## config.mk

```make
export PLATFORM = sky130hd
export DESIGN_NAME = fetch_stage
export DESIGN_NICKNAME = d
export VERILOG_FILES = /design/src/rtl/fetch_stage.sv
export SDC_FILE = /design/constraint.sdc
export NUM_CORES = 1
export LEC_CHECK = 0
export BUFFER_PORTS_ARGS = -buffer_cell sky130_fd_sc_hd__buf_4
export CORE_ASPECT_RATIO = 0.8
export CORE_UTILIZATION = 45
export DETAILED_ROUTE_END_ITERATION = 10
export GPL_TIMING_DRIVEN = 0
export PLACE_DENSITY = 0.72
export SETUP_SLACK_MARGIN = 0.3
export SLEW_MARGIN = 5
export SYNTH_ARGS = -nofsm -noshare
export SYNTH_HDL_FRONTEND = slang
export SYNTH_SLANG_ARGS = --single-unit
```

## constraint.sdc

```tcl
create_clock -name Clk -period 5.6 [get_ports Clk]
set_clock_uncertainty 0.05 [all_clocks]
set_input_delay 0.28 -clock Clk [delete_from_list [all_inputs] [get_ports Clk]]
set_output_delay 0.28 -clock Clk [all_outputs]
set_load 0.1 [all_outputs]
```

## src/rtl/fetch_stage.sv

```systemverilog
// Instruction fetch stage: owns the PC, drives InstructionMem and loads IF/ID.
// Handles stall, flush, redirect and HALT, and counts valid fetches.
module fetch_stage #(
    parameter logic [15:0] ResetPc    = 16'h0000,
    parameter logic [3:0]  HaltOpcode = 4'hF,
    parameter logic [15:0] NopInstr   = 16'h0000
) (
    input  logic        Clk,
    input  logic        Reset_n,
    output logic [15:0] Address,
    input  logic [15:0] Content,
    input  logic        Stall,
    input  logic        Flush,
    input  logic        Redirect,
    input  logic [15:0] RedirectPc,
    output logic [15:0] IfIdInstr,
    output logic [15:0] IfIdPcPlus1,
    output logic        IfIdValid,
    output logic        Halted,
    output logic [15:0] FetchCount
);

    typedef enum logic [1:0] {S_BOOT, S_RUN, S_HALT} state_e;

    state_e      state_q, state_d;
    logic [15:0] pc_q, pc_d;
    logic [15:0] instr_q, instr_d;
    logic [15:0] pcp1_q, pcp1_d;
    logic        valid_q, valid_d;
    logic        halted_q, halted_d;
    logic [15:0] count_q, count_d;
    logic [15:0] pc_plus1;

    // 16-bit add wraps FFFF -> 0000 naturally
    assign pc_plus1 = pc_q + 16'd1;

    // Next-state: redirect beats stall, stall beats flush, flush beats a normal fetch
    always_comb begin
        state_d  = state_q;
        pc_d     = pc_q;
        instr_d  = instr_q;
        pcp1_d   = pcp1_q;
        valid_d  = valid_q;
        halted_d = halted_q;
        count_d  = count_q;
        case (state_q)
            S_BOOT: begin
                // One idle cycle after reset; all control inputs ignored
                state_d = S_RUN;
            end
            S_RUN: begin
                if (Redirect) begin
                    pc_d    = RedirectPc;
                    instr_d = NopInstr;
                    valid_d = 1'b0;
                end else if (Stall) begin
                    // hold everything
                end else if (Flush) begin
                    pc_d    = pc_plus1;
                    instr_d = NopInstr;
                    valid_d = 1'b0;
                end else begin
                    instr_d = Content;
                    pcp1_d  = pc_plus1;
                    valid_d = 1'b1;
                    count_d = count_q + 16'd1;
                    if (Content[15:12] == HaltOpcode) begin
                        // PC parks on the HALT word; it still drains through IF/ID once
                        state_d  = S_HALT;
                        halted_d = 1'b1;
                    end else begin
                        pc_d = pc_plus1;
                    end
                end
            end
            S_HALT: begin
                instr_d = NopInstr;
                valid_d = 1'b0;
                if (Redirect) begin
                    pc_d     = RedirectPc;
                    state_d  = S_RUN;
                    halted_d = 1'b0;
                end
            end
            default: begin
                state_d = S_BOOT;
            end
        endcase
    end

    // State registers with asynchronous active-low reset
    always_ff @(posedge Clk or negedge Reset_n) begin
        if (!Reset_n) begin
            state_q  <= S_BOOT;
            pc_q     <= ResetPc;
            instr_q  <= NopInstr;
            pcp1_q   <= 16'h0000;
            valid_q  <= 1'b0;
            halted_q <= 1'b0;
            count_q  <= 16'h0000;
        end else begin
            state_q  <= state_d;
            pc_q     <= pc_d;
            instr_q  <= instr_d;
            pcp1_q   <= pcp1_d;
            valid_q  <= valid_d;
            halted_q <= halted_d;
            count_q  <= count_d;
        end
    end

    assign Address     = pc_q;
    assign IfIdInstr   = instr_q;
    assign IfIdPcPlus1 = pcp1_q;
    assign IfIdValid   = valid_q;
    assign Halted      = halted_q;
    assign FetchCount  = count_q;

endmodule

```

==> flow_summary.toml <==
[outcome]
run_status = "complete, but fails checks"
failing_checks = "negative hold slack"

[global_route]
track_usage = 0.224
grt_pass1_wl_microns = 12700
antenna_violations_before_repair = 0
globalRouteOverflowTotal = 0
first_global_vias = 2583
largest_net_degree_at_the_start_of_global_routing = 69

[clocking]
clock_path_buffers = 2
clk_latency_ns = 0.33
postCtsSetupBuffers = 0
cts_hold_buffers = 0
clk_root_buffer_cell = "sky130_fd_sc_hd__clkbuf_8"
maximum_level_of_the_cts_h_tree = 3
cts_tree = "yes"
cts_buffers = 9
clkSinkCount = 68
clk_transition_reported_paths_ns = 0.07
post_cts.resized_instances = 0

[worst_setup_path]
rr_endpoint = "Address[5]"
critical_path_data_required_time_ns = 5.76
critical_path_end_type = "flip-flop"
cp-startpoint = "state_q[0]"
cpLargestDelayFamily = "buffers and inverters"
regToRegStartpoint = "state_q[0]"
critPathKind = "flip-flop to flip-flop"
cp_slowest_stage_delay_ns = 0.50
timing.critical_path.fanout_max = 10
timing.critical_path.cells = "inv_1, ha_1, clkbuf_1, nor2_1, clkbuf_1, o21ai_0, a21oi_1, a21oi_1"
critPathLaunchType = "flip-flop"
reg2reg_slack_ns = 3.27
cp_slowest_cell = "sky130_fd_sc_hd__nor2_1"
cp.buffers_inverters = 3
worstRegToRegCells = 8
worst-endpoint-arrival_ns = 2.49

[timing]
finalWorstPathRequiredPeriod_ns = 2.33
setup_repair_after_global_routing_missed_its_margin = "false"
final.hold.worst_slack_ns = -0.0182
finalHoldViolations = 16
max_frequency_mhz = 430
finalCritPeriodShare = 0.416
slew_headroom = 0.429
tightest_pin_transition_ns = 0.857
totalNegativeSetupSlack_ns = 0
setup_violations = 0
maxSlewViolCount = 0

[logic_synthesis]
synth.largest_area_cell = "sky130_fd_sc_hd__dfrtp_1"
yosys_most_used_dff = "sky130_fd_sc_hd__dfrtp_1"
synthesis_stage_register_bit_count = 68
count_of_flip_flops_with_a_built_in_enable_after_synthesis = 0
synthesized_instance_count = 304
synthTopCellsByArea = "sky130_fd_sc_hd__dfrtp_1 (54%), sky130_fd_sc_hd__a21oi_1 (5.2%), sky130_fd_sc_hd__a22o_1 (4.4%)"
synthesis.area_sq_um = 3180
total_number_of_yosys_warnings = 0
yosys.cell_types.count = 39
synth-async-reset-ratio = 1.00
yosys.area.top_type_share = 0.535
post_synth.cell_area_avg_sq_um = 10.5
synth.yosys.seq_area_share = 0.535
synth_nets = 346

[floorplan]
start_util = 0.464
core.rowCount = 27
die_footprint_sq_um = 7410
fp.dieW_microns = 96.0
core_area_sq_um = 6860
die_height_microns = 77.2
pin_count = 103

[detailed_routing]
vias = 2716
detail-route-antenna-nets = 0
drtIter0Drc = 232
detailedRoute.firstPassIterationCount = 4
routed_via_density = 5.36
routed_wirelength_normalized_by_instance_count_microns = 15.4
drcViolationCount = 0
finalWirelength_microns = 7800

[cells_and_area]
nets = 458
area_delta_synth_final_pct = 34.0
layout.filler_cells = 630
final_core_util = 0.622
drive_gt1_frac = 0.307
layout_common_cells = "sky130_fd_sc_hd__buf_4 (101), sky130_fd_sc_hd__dfrtp_1 (68), sky130_fd_sc_hd__nor2_1 (33), sky130_fd_sc_hd__a21oi_1 (33), sky130_fd_sc_hd__nand2_1 (29)"
layout.cells.most_common = "sky130_fd_sc_hd__buf_4"
insertedDiodeCount = 0

[placement]
gp_congestion = 0.896
post-dp-hpwl_microns = 5680
port-buffer-count = 101

[flow_run]
cap_viol_max_count = 0

[min_path]
timing.hold.worst.class = "input port to asynchronous set/reset pin"
state kept, by name, indices dropped and copies added (netlist names):
name / cells
FetchCount: 16
Halted: 1
IfIdValid: 1
Address: 16
state_q: 2
IfIdInstr: 16
IfIdPcPlus1: 16
cells in the mapped netlist (all sizes together) (2+ instances only):
cell type  number
nor4            2
ha              5
o22ai           7
nand4          11
mux2            3
xnor2          14
nand2b          2
mux2i           3
nor2           33
a31oi           3
o21ai          10
and2            3
nand2          29
dfrtp          68
a21oi          33
o22a            2
a21o            2
a22oi           2
a22o           16
inv             3
and3            4
clkbuf          9
xor2           15
a2bb2oi         6
buf             4
nand3           6
and4            2
per-stage QoR:
| step | worst slack [ns] | hold WS, ns | instances | instance area [sq um] |
|---|---|---|---|---|
| finish | 3.27 | -0.0182 | 507 | 4260 |
| global route | 2.99 | 0.0687 | 507 | 4260 |
| CTS | 3.32 | 0.0358 | 507 | 4260 |
| detailed placement | 3.34 | 0.398 | 492 | 4050 |
| global placement | 3.39 | 0.398 | 492 | 4050 |
| floorplan | 3.13 | -0.0656 | 304 | 3180 |
how the worst max path moves through the flow:
| stage | slack [ns] | cells after the start | to |
|---|---|---|---|
| after global routing | 2.99 | 8 | Address[5] |
| after detailed placement | 3.34 | 8 | Address[5] |
| after CTS | 3.32 | 8 | Address[5] |
| after global placement | 3.39 | 8 | Address[9] |
| after floorplan | 3.13 | 6 | Address[14] |
| final | 3.27 | 8 | Address[5] |
cell families (layout without fill, tap and decap cells):
logic type / after synthesis / count (layout) / synth area share
muxes: 6 / 6 / 0.0201
xor gates and xnor gates: 29 / 29 / 0.0799
DFF: 68 / 68 / 0.535
adders and majority gates: 5 / 5 / 0.0197
AOI/OAI and AO/OA: 84 / 84 / 0.172
buffers and inverters: 16 / 132 / 0.0205
and+or+nand+nor: 96 / 96 / 0.153
cell type report:
class | instances | area (sq um) | area share
Timing Repair Buffer | 101 | 758 | 0.178
Clock buffer | 11 | 141 | 0.0332
Clock inverter | 4 | 73.8 | 0.0173
Sequential cell | 68 | 1700 | 0.399
Buffer | 13 | 53.8 | 0.0126
Tap cell | 87 | 109 | 0.0255
Multi-Input combinational cell | 220 | 1410 | 0.332
Inverter | 3 | 11.3 | 0.00264
layer usage:
metal,wire [microns],track usage,up-vias
li1,-,-,1310
met1,3830,0.335,1312
met2,3490,0.313,81
met3,356,0.0546,13
met4,131,0.0746,0
met5,0,0,-
Power is left out: the tool's default activity adds up to more than one toggle a clock period on the data nets, which glitch-free logic cannot reach.
